===== src/rtl/video_ctrl_pkg.sv =====
// Shared register map, bit positions and reset values for the video control block.
package video_ctrl_pkg;

  localparam logic [4:0] ADDR_CTRL      = 5'h00;
  localparam logic [4:0] ADDR_STATUS    = 5'h04;
  localparam logic [4:0] ADDR_FG        = 5'h08;
  localparam logic [4:0] ADDR_BG        = 5'h0C;
  localparam logic [4:0] ADDR_LINE_CMP  = 5'h10;
  localparam logic [4:0] ADDR_FRAME_CNT = 5'h14;
  localparam logic [4:0] ADDR_SCRATCH   = 5'h18;

  localparam int CTRL_DISPLAY_EN  = 0;
  localparam int CTRL_VBLANK_IE   = 1;
  localparam int CTRL_LINE_IE     = 2;

  localparam int STAT_VBLANK_PEND = 0;
  localparam int STAT_LINE_PEND   = 1;
  localparam int STAT_IN_VBLANK   = 2;

  typedef logic [11:0] rgb444_t;

  localparam logic [2:0] CTRL_RST = 3'b001;
  localparam rgb444_t    FG_RST   = 12'hFFF;
  localparam rgb444_t    BG_RST   = 12'h000;

  typedef enum logic {BUS_IDLE, BUS_ACK} bus_state_e;

endpackage


===== src/rtl/scan_event_detect.sv =====
// Turns scan-counter matches into single-cycle frame/line event pulses.
// Line event logic exists only when VIDEO_CTRL_LINE_IRQ_EN is defined.
module scan_event_detect #(
  parameter int HSZ    = 10,
  parameter int VSZ    = 9,
  parameter int H_LAST = 639,
  parameter int V_LAST = 479
) (
  input  logic           i_clk,
  input  logic           i_rstn,
  input  logic [VSZ-1:0] i_scan_row,
  input  logic [HSZ-1:0] i_scan_column,
`ifdef VIDEO_CTRL_LINE_IRQ_EN
  input  logic [VSZ-1:0] i_line_cmp,
  output logic           o_line_evt,
`endif
  output logic           o_frame_evt
);

  logic w_col_last;
  logic w_frame_hit;
  logic r_frame_hit_q;

  assign w_col_last  = (i_scan_column == HSZ'(H_LAST));
  assign w_frame_hit = w_col_last & (i_scan_row == VSZ'(V_LAST));

  // Pulse only on the first cycle of a match so a stalled column counts once.
  assign o_frame_evt = w_frame_hit & ~r_frame_hit_q;

  // NOTE: async reset and non-blocking assignments so every flop samples pre-edge values.
  always_ff @(posedge i_clk or negedge i_rstn) begin
    if (!i_rstn) r_frame_hit_q <= 1'b0;
    else         r_frame_hit_q <= w_frame_hit;
  end

`ifdef VIDEO_CTRL_LINE_IRQ_EN
  logic w_line_hit;
  logic r_line_hit_q;

  assign w_line_hit = w_col_last & (i_scan_row == i_line_cmp);
  assign o_line_evt = w_line_hit & ~r_line_hit_q;

  always_ff @(posedge i_clk or negedge i_rstn) begin
    if (!i_rstn) r_line_hit_q <= 1'b0;
    else         r_line_hit_q <= w_line_hit;
  end
`endif

endmodule


===== src/rtl/video_ctrl_regs.sv =====
// Video control register block: bus responder, frame/line event tracking and level IRQ.
// Optional line-compare interrupt enabled by defining VIDEO_CTRL_LINE_IRQ_EN.
module video_ctrl_regs
  import video_ctrl_pkg::*;
#(
  parameter int HSZ    = 10,
  parameter int VSZ    = 9,
  parameter int H_LAST = 639,
  parameter int V_LAST = 479
) (
  input  logic           i_clk,
  input  logic           i_rstn,
  input  logic           i_stb,
  input  logic           i_we,
  input  logic [4:0]     i_addr,
  input  logic [31:0]    i_data,
  output logic [31:0]    o_data,
  output logic           o_data_ready,
  input  logic [VSZ-1:0] i_scan_row,
  input  logic [HSZ-1:0] i_scan_column,
  output logic [11:0]    o_fg_color,
  output logic [11:0]    o_bg_color,
  output logic           o_display_en,
  output logic           o_irq
);

`ifdef VIDEO_CTRL_LINE_IRQ_EN
  localparam logic [2:0] CTRL_WMASK = 3'b111;
`else
  localparam logic [2:0] CTRL_WMASK = 3'b011;
`endif

  bus_state_e  r_state;
  logic        r_stb_q;
  logic [2:0]  r_ctrl;
  logic        r_vblank_pend;
  rgb444_t     r_fg;
  rgb444_t     r_bg;
  logic [31:0] r_frame_cnt;
  logic [31:0] r_scratch;
  logic        r_irq;

  logic        w_accept;
  logic        w_wr;
  logic [4:0]  w_addr;
  logic        w_unused_addr;
  logic        w_frame_evt;
  logic        w_line_pend;
  logic        w_in_vblank;
  logic [2:0]  w_status;
  logic [31:0] w_rdata;

  assign w_accept      = i_stb & ~r_stb_q;
  assign w_wr          = w_accept & i_we;
  assign w_addr        = {i_addr[4:2], 2'b00};
  assign w_unused_addr = ^i_addr[1:0];
  assign w_in_vblank   = (i_scan_row > VSZ'(V_LAST));

`ifdef VIDEO_CTRL_LINE_IRQ_EN
  logic [VSZ-1:0] r_line_cmp;
  logic           r_line_pend;
  logic           w_line_evt;

  scan_event_detect #(.HSZ(HSZ), .VSZ(VSZ), .H_LAST(H_LAST), .V_LAST(V_LAST)) u_evt (
    .i_clk         (i_clk),
    .i_rstn        (i_rstn),
    .i_scan_row    (i_scan_row),
    .i_scan_column (i_scan_column),
    .i_line_cmp    (r_line_cmp),
    .o_line_evt    (w_line_evt),
    .o_frame_evt   (w_frame_evt)
  );

  always_ff @(posedge i_clk or negedge i_rstn) begin
    if (!i_rstn) begin
      r_line_cmp  <= '0;
      r_line_pend <= 1'b0;
    end else begin
      if (w_wr && w_addr == ADDR_LINE_CMP) r_line_cmp <= i_data[VSZ-1:0];
      if (w_line_evt)                      r_line_pend <= 1'b1;
      else if (w_wr && w_addr == ADDR_STATUS && i_data[STAT_LINE_PEND])
        r_line_pend <= 1'b0;
    end
  end

  assign w_line_pend = r_line_pend;
`else
  scan_event_detect #(.HSZ(HSZ), .VSZ(VSZ), .H_LAST(H_LAST), .V_LAST(V_LAST)) u_evt (
    .i_clk         (i_clk),
    .i_rstn        (i_rstn),
    .i_scan_row    (i_scan_row),
    .i_scan_column (i_scan_column),
    .o_frame_evt   (w_frame_evt)
  );

  assign w_line_pend = 1'b0;
`endif

  // NOTE: default-assign first so always_comb never infers a latch.
  always_comb begin
    w_status                   = '0;
    w_status[STAT_VBLANK_PEND] = r_vblank_pend;
    w_status[STAT_LINE_PEND]   = w_line_pend;
    w_status[STAT_IN_VBLANK]   = w_in_vblank;
  end

  always_comb begin
    w_rdata = '0;
    case (w_addr)
      ADDR_CTRL:      w_rdata[2:0]  = r_ctrl;
      ADDR_STATUS:    w_rdata[2:0]  = w_status;
      ADDR_FG:        w_rdata[11:0] = r_fg;
      ADDR_BG:        w_rdata[11:0] = r_bg;
`ifdef VIDEO_CTRL_LINE_IRQ_EN
      ADDR_LINE_CMP:  w_rdata[VSZ-1:0] = r_line_cmp;
`else
      ADDR_LINE_CMP:  w_rdata = '0;
`endif
      ADDR_FRAME_CNT: w_rdata = r_frame_cnt;
      ADDR_SCRATCH:   w_rdata = r_scratch;
      default:        w_rdata = '0;
    endcase
  end

  always_ff @(posedge i_clk or negedge i_rstn) begin
    if (!i_rstn) begin
      r_stb_q      <= 1'b0;
      r_state      <= BUS_IDLE;
      o_data       <= '0;
      o_data_ready <= 1'b0;
    end else begin
      r_stb_q <= i_stb;
      case (r_state)
        BUS_IDLE: begin
          if (w_accept) begin
            r_state      <= BUS_ACK;
            o_data_ready <= 1'b1;
            if (!i_we) o_data <= w_rdata;
          end
        end
        BUS_ACK: begin
          r_state      <= BUS_IDLE;
          o_data_ready <= 1'b0;
        end
        default: r_state <= BUS_IDLE;
      endcase
    end
  end

  always_ff @(posedge i_clk or negedge i_rstn) begin
    if (!i_rstn) begin
      r_ctrl        <= CTRL_RST;
      r_vblank_pend <= 1'b0;
      r_fg          <= FG_RST;
      r_bg          <= BG_RST;
      r_frame_cnt   <= '0;
      r_scratch     <= '0;
      r_irq         <= 1'b0;
    end else begin
      if (w_wr && w_addr == ADDR_CTRL)    r_ctrl    <= i_data[2:0] & CTRL_WMASK;
      if (w_wr && w_addr == ADDR_FG)      r_fg      <= i_data[11:0];
      if (w_wr && w_addr == ADDR_BG)      r_bg      <= i_data[11:0];
      if (w_wr && w_addr == ADDR_SCRATCH) r_scratch <= i_data;

      // A new event outranks a simultaneous W1C; a count clear outranks a new event.
      if (w_frame_evt) r_vblank_pend <= 1'b1;
      else if (w_wr && w_addr == ADDR_STATUS && i_data[STAT_VBLANK_PEND])
        r_vblank_pend <= 1'b0;

      if (w_wr && w_addr == ADDR_FRAME_CNT) r_frame_cnt <= '0;
      else if (w_frame_evt)                 r_frame_cnt <= r_frame_cnt + 32'd1;

      r_irq <= (r_vblank_pend & r_ctrl[CTRL_VBLANK_IE])
             | (w_line_pend   & r_ctrl[CTRL_LINE_IE]);
    end
  end

  assign o_fg_color   = r_fg;
  assign o_bg_color   = r_bg;
  assign o_display_en = r_ctrl[CTRL_DISPLAY_EN];
  assign o_irq        = r_irq;

endmodule


===== config.mk =====
export PLATFORM = sky130hd
export DESIGN_NAME = video_ctrl_regs
export DESIGN_NICKNAME = d
export VERILOG_FILES = /design/src/rtl/video_ctrl_pkg.sv /design/src/rtl/scan_event_detect.sv /design/src/rtl/video_ctrl_regs.sv
export SDC_FILE = /design/constraint.sdc
export NUM_CORES = 1
export LEC_CHECK = 0
export ABC_AREA = 1
export BUFFER_PORTS_ARGS = -buffer_cell sky130_fd_sc_hd__buf_2
export CELL_PAD_IN_SITES_DETAIL_PLACEMENT = 1
export CELL_PAD_IN_SITES_GLOBAL_PLACEMENT = 2
export CORE_ASPECT_RATIO = 1.25
export CORE_MARGIN = 2
export CORE_UTILIZATION = 25
export DETAILED_ROUTE_END_ITERATION = 7
export GPL_ROUTABILITY_DRIVEN = 0
export GPL_TIMING_DRIVEN = 0
export MAX_ROUTING_LAYER = met4
export PLACE_DENSITY_LB_ADDON = 0.1
export SLEW_MARGIN = 20
export SYNTH_ARGS = -nofsm -noshare
export SYNTH_HDL_FRONTEND = slang
export SYNTH_SLANG_ARGS = --single-unit

===== constraint.sdc =====
create_clock -name i_clk -period 1.8 [get_ports i_clk]
set_clock_uncertainty 0.1 [all_clocks]
set_input_delay 0.09 -clock i_clk [delete_from_list [all_inputs] [get_ports i_clk]]
set_output_delay 0.09 -clock i_clk [all_outputs]
set_load 0.02 [all_outputs]

==> run_results.csv <==
group,metric,value,unit
run_status,status,"completed",
placement,hpwl,17600,um
timing,max_freq,580,MHz
route,dr.pass1.iters,4,
power_and_ir_drop,p_leak,0.00421,uW
logic_synthesis,synthXorXnorAreaFrac,1.11,%
timing,setup_viol,0,
placement,portBuffers,116,
logic_synthesis,avgSynthCellArea,7.48,um^2
global_routing,grt_pass1_wl,37600,um
setup_path,rrSetupSlack,80,ps
route,vias,6124,
floorplanning,start_util,25.6,%
timing,finalHoldViolations,0,
power_and_ir_drop,cellPowerDensity,987,nW/um^2
route,drtIter0Drc,198,
final_layout,drive_gt1_share,21.9,%
setup_path,crit_path_max_fanout,5,
setup_path,start_kind,"register",
logic_synthesis,synthAdderAreaFrac,0.199,%
logic_synthesis,muxShareOfSynthArea,0.716,%
logic_synthesis,synth.yosys.seq_area_share,51.2,%
final_layout,n_fill_cell,3061,
global_routing,track_usage,19.1,%
logic_synthesis,yosys_warnings,0,
route,drc,0,
power_and_ir_drop,peakVddDrop,0.625,mV
final_layout,final_area,8410,um^2
route,routed_wirelength,23500,um
logic_synthesis,ys_ff_latch,128,
route,vias_per_cell,4.50,
clock_network,clockBufferDepth,2,
logic_synthesis,synth_nets,902,
route,wire_per_inst,17.3,um
global_routing,grt_overflow,0,
logic_synthesis,synth-simple-area-share,33.2,%
job,max-cap-violations,0,
floorplanning,num_rows,64,
route,antenna_left,0,
power_and_ir_drop,total_power,8300,uW
global_routing,grt_max_degree,75,
clock_network,clock_latency,420,ps
logic_synthesis,synth-compound-area-share,7.16,%
timing,worst_pin_slew,635,ps
final_layout,layout.nets,1079,
logic_synthesis,mappedNetlistArea,6290,um^2
timing,slew_viol_final,0,
floorplanning,fp.dieW,146,um
logic_synthesis,yosysUniqueCellTypes,26,
clock_network,cts_made_buffers,17,
floorplanning,io_pins,119,
logic_synthesis,syn_inst,841,
final_layout,antenna_cells,0,
final_layout,final_util,34.2,%
setup_path,arrival,1930,ps
hold_path,hp-class,"input port to register",
global_routing,antenna_found_initial,0,
clock_network,h-tree-depth,4,
global_routing,grt_pass1_vias,6666,
timing,finalCritPeriodShare,95.8,%
floorplanning,fp.dieH,181,um
floorplanning,dieArea,26500,um^2
timing,slew_headroom,57.6,%
clock_network,root_buffer,"clkbuf_16",
floorplanning,core_area,24600,um^2
placement,placed_area,7320,um^2
timing,fin_crit,1720,ps
clock_network,clkTransAtPathRegs,70,ps
final_layout,area_growth,33.7,%
clock_network,cts_tree,"built",
placement,dp_slack,-242,ps
setup_path,cp_data_required_time,2000,ps
timing,worst_slack,75.7,ps
clock_network,cts_sinks,128,
setup_path,end_kind,"register",
setup_path,criticalPathCategory,"register to register",
logic_synthesis,synth_top_family_by_area,"simple AND/OR/NAND/NOR gates",
[Yosys cell counts]
cell type	number	area (um^2)
a21oi_1	18	90.1
ha_1	1	12.5
nor3_2	2	20.0
buf_1	1	3.75
nand3_2	1	10.0
or2_2	4	25.0
nand4_1	32	200
dfstp_2	13	342
nand2_2	1	6.26
inv_1	73	274
o22ai_1	16	100
dfrtp_1	115	2880
nor2_1	87	327
nand3_1	28	140
a31oi_1	4	25.0
clkbuf_1	17	63.8
mux2_2	4	45.0
o21ai_0	47	235
nor3_1	2	10.0
xnor2_1	2	17.5
inv_2	4	15.0
nor2_4	2	22.5
nand2_1	350	1310
buf_2	10	50.1
nand2_4	1	11.3
xor2_1	6	52.6
[state kept, by name (all words and copies together) (netlist names)]
signal	cells
r_scratch	32
r_state	1
o_fg_color	12
r_frame_cnt	32
r_ctrl	2
u_evt.r_frame_hit_q	1
r_vblank_pend	1
o_data	32
o_irq	1
r_stb_q	1
o_bg_color	12
o_data_ready	1
[metrics by stage]
step	TNS, ps	hold WS, ps	cells
after CTS	0	33.7	1359
after floorplan	0	-306	841
after global placement	-191560	113	1287
after global routing	-96.7	50.2	1361
final	0	17.3	1361
after detailed placement	-8770	-37.5	1288
[cells in the final DEF, fill, tap and decap left out, types with 16 or more instances in the layout]
master and count:
dfrtp_1 109, buf_2 123, nor2_1 77, nand3_1 27, dlygate4sd3_1 38, o22ai_1 16, inv_1 71, a21oi_1 18
clkbuf_16 17, nand4_1 32, nand2_1 347, o21ai_0 47
[power breakdown]
part / switching, uW / leakage (uW) / internal (uW)
registers: 239 / 0.00161 / 3270
clock network: 1580 / 0.000285 / 1980
logic: 767 / 0.00231 / 464
total: 2580 / 0.00421 / 5720
[kinds of logic (layout without fill, tap and decap cells)]
kind of cell	Yosys count	count (layout)
XOR/XNOR	8	8
AND/OR/NAND/NOR	510	510
adder cells (fa/ha/maj)	1	1
AO/OA/AOI/OAI	85	85
flip-flops	128	128
buffers and inverters	105	295
multiplexers	4	4
[per-layer routing]
metal  track usage (%)  share of wire, %
met5                 -                 0
met4              4.71               1.4
met3              2.60               2.1
met2              35.2                54
met1              21.7                43
[what timing repair did]
item / in CTS / in global routing
hold buffers: 38 / 0
gates resized for setup: 21 / 27
pin swaps: 1 / 2
endpoints found under the hold margin: 183 / 0
endpoints found under the setup margin: 71 / 86
buffers inserted: 1 / 2
[critical path, cell delays in order (launching register included)]
cell and delay [ps]:
dfrtp_1 370, nor2_2 150, nand2_2 100, inv_2 130
nand3_1 80, dlygate4sd3_1 570, nand2_1 60, nand2_1 50
[final cells by class]
| class | count | area (um^2) | share of cell area, % |
|---|---|---|---|
| buffer | 28 | 141 | 1.68 |
| clock buffer | 17 | 425 | 5.06 |
| clock inverter | 15 | 163 | 1.93 |
| inverter | 77 | 297 | 3.53 |
| multi-input combinational | 608 | 2730 | 32.4 |
| sequential | 128 | 3230 | 38.4 |
| tap | 330 | 413 | 4.91 |
| timing repair buffer | 158 | 1020 | 12.1 |
[path summary, 6_finish.rpt]
path / end / start / depth (start not counted)
setup / recovery: r_vblank_pend / r_stb_q / 7
hold / removal: o_data[2] / i_scan_row[5] / 5
setup reg to reg: r_vblank_pend / r_stb_q / 7
hold reg to reg: o_data_ready / r_state / 1
max in group asynchronous: o_fg_color[4] / i_rstn / 3
min in group asynchronous: o_data[22] / i_rstn / 2
(Power assumes the default switching activity.)
